--- src/rtl/hazard_ctrl_pkg.sv ---
// hazard_ctrl_pkg: shared mult/div state encoding, register-zero and MIPS funct constants.
package hazard_ctrl_pkg;
    typedef enum logic {RUN = 1'b0, MD_BUSY = 1'b1} md_state_e;
    localparam logic [4:0] REG_ZERO    = 5'd0;
    localparam logic [5:0] FUNCT_MFHI  = 6'h10;
    localparam logic [5:0] FUNCT_MFLO  = 6'h12;
    localparam logic [5:0] FUNCT_MULT  = 6'h18;
    localparam logic [5:0] FUNCT_MULTU = 6'h19;
    localparam logic [5:0] FUNCT_DIV   = 6'h1A;
    localparam logic [5:0] FUNCT_DIVU  = 6'h1B;

    function automatic logic is_md_start(input logic [5:0] funct);
        return funct == FUNCT_MULT || funct == FUNCT_MULTU || funct == FUNCT_DIV || funct == FUNCT_DIVU;
    endfunction

    function automatic logic is_md_read(input logic [5:0] funct);
        return funct == FUNCT_MFHI || funct == FUNCT_MFLO;
    endfunction
endpackage

--- src/rtl/hazard_ctrl_if.sv ---
// hazard_ctrl_if: ID/EX hazard inputs and pipeline control outputs of the hazard controller.
interface hazard_ctrl_if;
    logic [4:0] ID_rs, ID_rt, EX_rt;
    logic ID_useRs, ID_useRt, EX_memRead, ID_branchTaken, ID_jump, ID_mdStart, ID_mdRead;
    logic pc_sleep, IF_ID_sleep, IF_ID_nop, ID_EX_nop, md_busy, md_go;
    modport master (
        output ID_rs, ID_rt, EX_rt, ID_useRs, ID_useRt, EX_memRead, ID_branchTaken, ID_jump, ID_mdStart, ID_mdRead,
        input  pc_sleep, IF_ID_sleep, IF_ID_nop, ID_EX_nop, md_busy, md_go
    );
    modport slave (
        input  ID_rs, ID_rt, EX_rt, ID_useRs, ID_useRt, EX_memRead, ID_branchTaken, ID_jump, ID_mdStart, ID_mdRead,
        output pc_sleep, IF_ID_sleep, IF_ID_nop, ID_EX_nop, md_busy, md_go
    );
endinterface

--- src/rtl/hazard_ctrl_md_busy_timer.sv ---
// md_busy_timer: RUN/MD_BUSY state plus down-counter; busy lasts MD_LATENCY cycles per accepted start.
module md_busy_timer
    import hazard_ctrl_pkg::*;
#(
    parameter int MD_LATENCY = 32,
    parameter int CNT_W      = 6
) (
    input  logic clk,
    input  logic rst,
    input  logic start,
    output logic busy
);
    md_state_e        state;
    logic [CNT_W-1:0] cnt;

    always_ff @(posedge clk) begin
        if (rst) begin
            state <= RUN;
            cnt   <= '0;
        end else if (state == RUN) begin
            if (start) begin
                state <= MD_BUSY;
                cnt   <= CNT_W'(MD_LATENCY - 1);
            end
        end else if (cnt == '0) begin
            state <= RUN;
        end else begin
            cnt <= cnt - 1'b1;
        end
    end

    assign busy = state == MD_BUSY;
endmodule

--- src/rtl/hazard_ctrl.sv ---
// hazard_ctrl: load-use / mult-div stall and branch/jump flush control beside the ID stage.
// Define HAZARD_STATS_EN to add saturating stall_cycles / flush_count outputs.
module hazard_ctrl
    import hazard_ctrl_pkg::*;
#(
    parameter int MD_LATENCY = 32,
    parameter int CNT_W      = 6
) (
    input  logic clk,
    input  logic rst,
    hazard_ctrl_if.slave hz
`ifdef HAZARD_STATS_EN
    ,
    output logic [31:0] stall_cycles,
    output logic [31:0] flush_count
`endif
);
    logic busy, load_hz, md_hz, stall, flush, go;

    md_busy_timer #(.MD_LATENCY(MD_LATENCY), .CNT_W(CNT_W)) u_timer (
        .clk  (clk),
        .rst  (rst),
        .start(go),
        .busy (busy)
    );

    // All controls are forced low while reset is held.
    always_comb begin
        load_hz = hz.EX_memRead && hz.EX_rt != REG_ZERO &&
                  ((hz.ID_useRs && hz.EX_rt == hz.ID_rs) || (hz.ID_useRt && hz.EX_rt == hz.ID_rt));
        md_hz   = busy && (hz.ID_mdRead || hz.ID_mdStart);
        stall   = !rst && (load_hz || md_hz);
        flush   = !rst && !stall && (hz.ID_branchTaken || hz.ID_jump);
        go      = !rst && !busy && hz.ID_mdStart && !load_hz;
        hz.pc_sleep    = stall;
        hz.IF_ID_sleep = stall;
        hz.ID_EX_nop   = stall;
        hz.IF_ID_nop   = flush;
        hz.md_busy     = !rst && busy;
        hz.md_go       = go;
    end

`ifdef HAZARD_STATS_EN
    always_ff @(posedge clk) begin
        if (rst) begin
            stall_cycles <= '0;
            flush_count  <= '0;
        end else begin
            if (stall && !(&stall_cycles)) stall_cycles <= stall_cycles + 32'd1;
            if (flush && !(&flush_count)) flush_count <= flush_count + 32'd1;
        end
    end
`endif
endmodule

--- src/flat_wrapper.sv ---
// flat-port wrapper written by rule: the top's interface ports become plain ports
module hazard_ctrl_flat import hazard_ctrl_pkg::*;
#(
    parameter int MD_LATENCY = 32,
    parameter int CNT_W      = 6
)
  (clk, rst, hz_ID_rs, hz_ID_rt, hz_EX_rt, hz_ID_useRs, hz_ID_useRt, hz_EX_memRead, hz_ID_branchTaken, hz_ID_jump, hz_ID_mdStart, hz_ID_mdRead, hz_pc_sleep, hz_IF_ID_sleep, hz_IF_ID_nop, hz_ID_EX_nop, hz_md_busy, hz_md_go);
  hazard_ctrl_if hz_i ();
  input  logic clk;
  input  logic rst;
  input wire logic [$bits(hz_i.ID_rs)-1:0] hz_ID_rs;
  input wire logic [$bits(hz_i.ID_rt)-1:0] hz_ID_rt;
  input wire logic [$bits(hz_i.EX_rt)-1:0] hz_EX_rt;
  input wire logic [$bits(hz_i.ID_useRs)-1:0] hz_ID_useRs;
  input wire logic [$bits(hz_i.ID_useRt)-1:0] hz_ID_useRt;
  input wire logic [$bits(hz_i.EX_memRead)-1:0] hz_EX_memRead;
  input wire logic [$bits(hz_i.ID_branchTaken)-1:0] hz_ID_branchTaken;
  input wire logic [$bits(hz_i.ID_jump)-1:0] hz_ID_jump;
  input wire logic [$bits(hz_i.ID_mdStart)-1:0] hz_ID_mdStart;
  input wire logic [$bits(hz_i.ID_mdRead)-1:0] hz_ID_mdRead;
  output wire logic [$bits(hz_i.pc_sleep)-1:0] hz_pc_sleep;
  output wire logic [$bits(hz_i.IF_ID_sleep)-1:0] hz_IF_ID_sleep;
  output wire logic [$bits(hz_i.IF_ID_nop)-1:0] hz_IF_ID_nop;
  output wire logic [$bits(hz_i.ID_EX_nop)-1:0] hz_ID_EX_nop;
  output wire logic [$bits(hz_i.md_busy)-1:0] hz_md_busy;
  output wire logic [$bits(hz_i.md_go)-1:0] hz_md_go;
  assign hz_i.ID_rs = hz_ID_rs;
  assign hz_i.ID_rt = hz_ID_rt;
  assign hz_i.EX_rt = hz_EX_rt;
  assign hz_i.ID_useRs = hz_ID_useRs;
  assign hz_i.ID_useRt = hz_ID_useRt;
  assign hz_i.EX_memRead = hz_EX_memRead;
  assign hz_i.ID_branchTaken = hz_ID_branchTaken;
  assign hz_i.ID_jump = hz_ID_jump;
  assign hz_i.ID_mdStart = hz_ID_mdStart;
  assign hz_i.ID_mdRead = hz_ID_mdRead;
  assign hz_pc_sleep = hz_i.pc_sleep;
  assign hz_IF_ID_sleep = hz_i.IF_ID_sleep;
  assign hz_IF_ID_nop = hz_i.IF_ID_nop;
  assign hz_ID_EX_nop = hz_i.ID_EX_nop;
  assign hz_md_busy = hz_i.md_busy;
  assign hz_md_go = hz_i.md_go;
  hazard_ctrl #(.MD_LATENCY(MD_LATENCY), .CNT_W(CNT_W)) u_core (.clk(clk), .rst(rst), .hz(hz_i));
endmodule
--- config.mk ---
export PLATFORM = sky130hd
export DESIGN_NAME = hazard_ctrl_flat
export DESIGN_NICKNAME = d
export VERILOG_FILES = /design/src/rtl/hazard_ctrl_pkg.sv /design/src/rtl/hazard_ctrl_if.sv /design/src/rtl/hazard_ctrl_md_busy_timer.sv /design/src/rtl/hazard_ctrl.sv /design/src/flat_wrapper.sv
export SDC_FILE = /design/constraint.sdc
export NUM_CORES = 1
export LEC_CHECK = 0
export ABC_AREA = 1
export BUFFER_PORTS_ARGS = -buffer_cell sky130_fd_sc_hd__buf_2
export CORE_UTILIZATION = 51
export DETAILED_ROUTE_END_ITERATION = 6
export HOLD_SLACK_MARGIN = 0.05
export PLACE_DENSITY = 0.84
export SLEW_MARGIN = 25
export SYNTH_ARGS = -nofsm -noshare
export SYNTH_HDL_FRONTEND = slang
export SYNTH_SLANG_ARGS = --single-unit
export TNS_END_PERCENT = 20
--- constraint.sdc ---
create_clock -name clk -period 3.8 [get_ports clk]
set_input_delay 1.14 -clock clk [delete_from_list [all_inputs] [get_ports clk]]
set_output_delay 1.14 -clock clk [all_outputs]
set_load 0.02 [all_outputs]
==> impl_metrics.ini <==
[clocking]
h-tree-depth = 1
clock_path_buffers = 2
cts_hold_buf = 0
cts-root-buf = clkbuf_4
post_cts_buffers = 0
cts_tree = built
worstSkewPairLatency_ns = 0.25
cts_resized = 0
clkTransAtPathRegs_ns = 0.05
cts_buffers = 3
cts_num_sinks = 7

[critical_path]
critPathSlowestCell = buf_2
worst-path-stages = 10
worstPathArrival_ns = 2.13
rr_worst_depth = 7
critPathBufInv = 3
critPathCaptureType = output pin
path_delay_family = simple AND/OR/NAND/NOR gates
crit_type = input port to output pin
worstPathRequired_ns = 2.66
cp-start-kind = input port
path_cells = buf_2, inv_2, nand2_1, nand2_1, nor2_1, nand3_1, nand2_1, nand2_2, a21oi_1, buf_2
max_stage_delay_ns = 0.20
crit_fanout = 4
crit_path_frequent_cell = nand2_1

[sta]
finalCriticalPeriod_ns = 3.27
fmax_mhz = 306
slew-limit-headroom = 0.575
fin_tns_setup_ns = 0
holdWs_ns = 0.546
drv_slew = 0
hold_viol_final = 0
rsz0062_at_grt = no
worst_pin_slew_ns = 0.638
clock-skew-final_ns = 0.00360
final-setup-viol-count = 0
fin_crit_sh = 0.860

[floorplanning]
dieHeight_um = 40.5
die_width_um = 40.5
boundaryPins = 30
floorplan.initialDensity = 0.567
fp.dieArea_um2 = 1640
core_um2 = 1330
row_count = 13

[finish]
drive_gt1_frac = 0.369
antennaDiodeCount = 0
fin_nets = 183
mostFrequentLayoutCell = nand2_1
regArea_um2 = 140
area_growth_pct = 17.7
final_cell_mix = nand2_1, buf_2, inv_1
nFillCells = 137
multi_input_area_um2 = 458

[synthesis]
syn-num-nets = 154
synth_area_um2 = 756
yosysTopAreaCell = nand2_1
ys_types = 23
post-synth-top-area-fraction = 0.214
synth_warnings = 0
ys_top_cells_by_area = nand2_1, dfxtp_1, inv_1
yosysSeqAreaShare = 0.185
syn_area_per_cell_um2 = 5.86
synth_seq_cells = 7
synth_cells = 129

[hold_path]
hold_path_depth = 4
hp-class = flop to flop

[routing]
routedWlPerCell_um = 8.85
drc = 0
drt-initial-drc-count = 7
ant_nets = 0
drt_pass1_iterations = 3
num_vias = 825
drt-vias-per-instance = 4.80
drt-total-wl_um = 1520

[global_route]
grt_use_total = 0.219
overflow = 0
antenna_found_initial = 0
grt_pass1_wl_um = 2380
grt_max_degree = 13
grt_pass1_vias = 675

[power]
leakage_nw = 0.553
power_density_nw_per_um2 = 296
vdd.ir_drop.worst_v = 0.000117

[run_status]
outcome = finished clean

[placement]
dp_hpwl_um = 1260
place_congestion = 0.766
port_buffers = 29

[flow_run]
cap_violations = 0
==> through the flow <==
step	setup slack [ns]	area (µm²)	total power, mW	instances	utilization
CTS	0.520	886	0.265	172	0.664
global placement	0.568	860	0.193	168	0.644
global route	0.394	890	0.288	172	0.667
finish	0.534	890	0.263	172	0.667
floorplan	0.447	756	0.175	129	-
detailed placement	0.528	860	0.196	168	0.644
==> state kept, by name, indices dropped and copies added (netlist names) <==
register	cells
u_core.u_timer.busy	1
u_core.u_timer.cnt	6
==> synth_stat cells <==
master and instances:
nand2_1 43, inv_1 16, nor2_1 15, inv_2 11
dfxtp_1 7, nand3_1 5, a21oi_2 4, nand3_2 4
nor2_2 3, o21ai_0 3, a21oi_1 2, buf_12 2
buf_4 2, nand4_1 2, o21ai_1 2, a31oi_1 1
buf_2 1, ha_1 1, nand2_2 1, nand2_4 1
nand3b_1 1, nor3b_4 1, o211ai_1 1
==> metal layers <==
metal,GRT usage,vias to the layer above,share of wire
li1,-,446,-
met1,0.208,357,0.44
met2,0.425,18,0.51
met3,0.0556,4,0.030
met4,0.100,0,0.018
met5,0,-,0
==> layout make-up <==
type,instances,share of cell area
Multi-Input combinational cell,90,0.515
Timing Repair Buffer,29,0.163
Sequential cell,7,0.158
Inverter,27,0.114
Clock buffer,4,0.0295
Tap cell,15,0.0211
==> worst register-to-register path, cell delays in order, from the launching register on <==
cell and delay [ns]:
dfxtp_1 0.32, inv_2 0.07, ha_1 0.18, nand4_1 0.15, o21ai_2 0.54, nand3_1 0.14, nand2_1 0.08, nor2_1 0.04
==> report_power, final <==
| group | internal [mW] | total (mW) | leakage, nW | switching, mW |
|---|---|---|---|---|
| clock | 0.0401 | 0.0683 | 0.0150 | 0.0282 |
| combinational | 0.0418 | 0.104 | 0.480 | 0.0624 |
| sequential | 0.0828 | 0.0909 | 0.0580 | 0.00811 |
| total | 0.165 | 0.263 | 0.553 | 0.0986 |
==> cell families (layout without fill, tap and decap cells) <==
kind of cell               Yosys count  count (layout)  synth area share
and+or+nand+nor                     76              76             0.474
buffers and inverters               32              60             0.214
AOI/OAI and AO/OA                   13              13             0.111
DFF                                  7               7             0.185
adders and majority gates            1               1            0.0166
==> final timing paths <==
check                                     start                                 end  slack [ns]
max                                 hz_EX_rt[3]                      hz_IF_ID_sleep        0.53
min          u_core.u_timer.cnt[2]$_SDFFE_PP0P_  u_core.u_timer.cnt[2]$_SDFFE_PP0P_        0.55
max reg2reg  u_core.u_timer.cnt[0]$_SDFFE_PP0P_  u_core.u_timer.cnt[5]$_SDFFE_PP0P_        2.16
min reg2reg  u_core.u_timer.cnt[2]$_SDFFE_PP0P_  u_core.u_timer.cnt[2]$_SDFFE_PP0P_        0.55
Power figures use the tool's default switching activity.
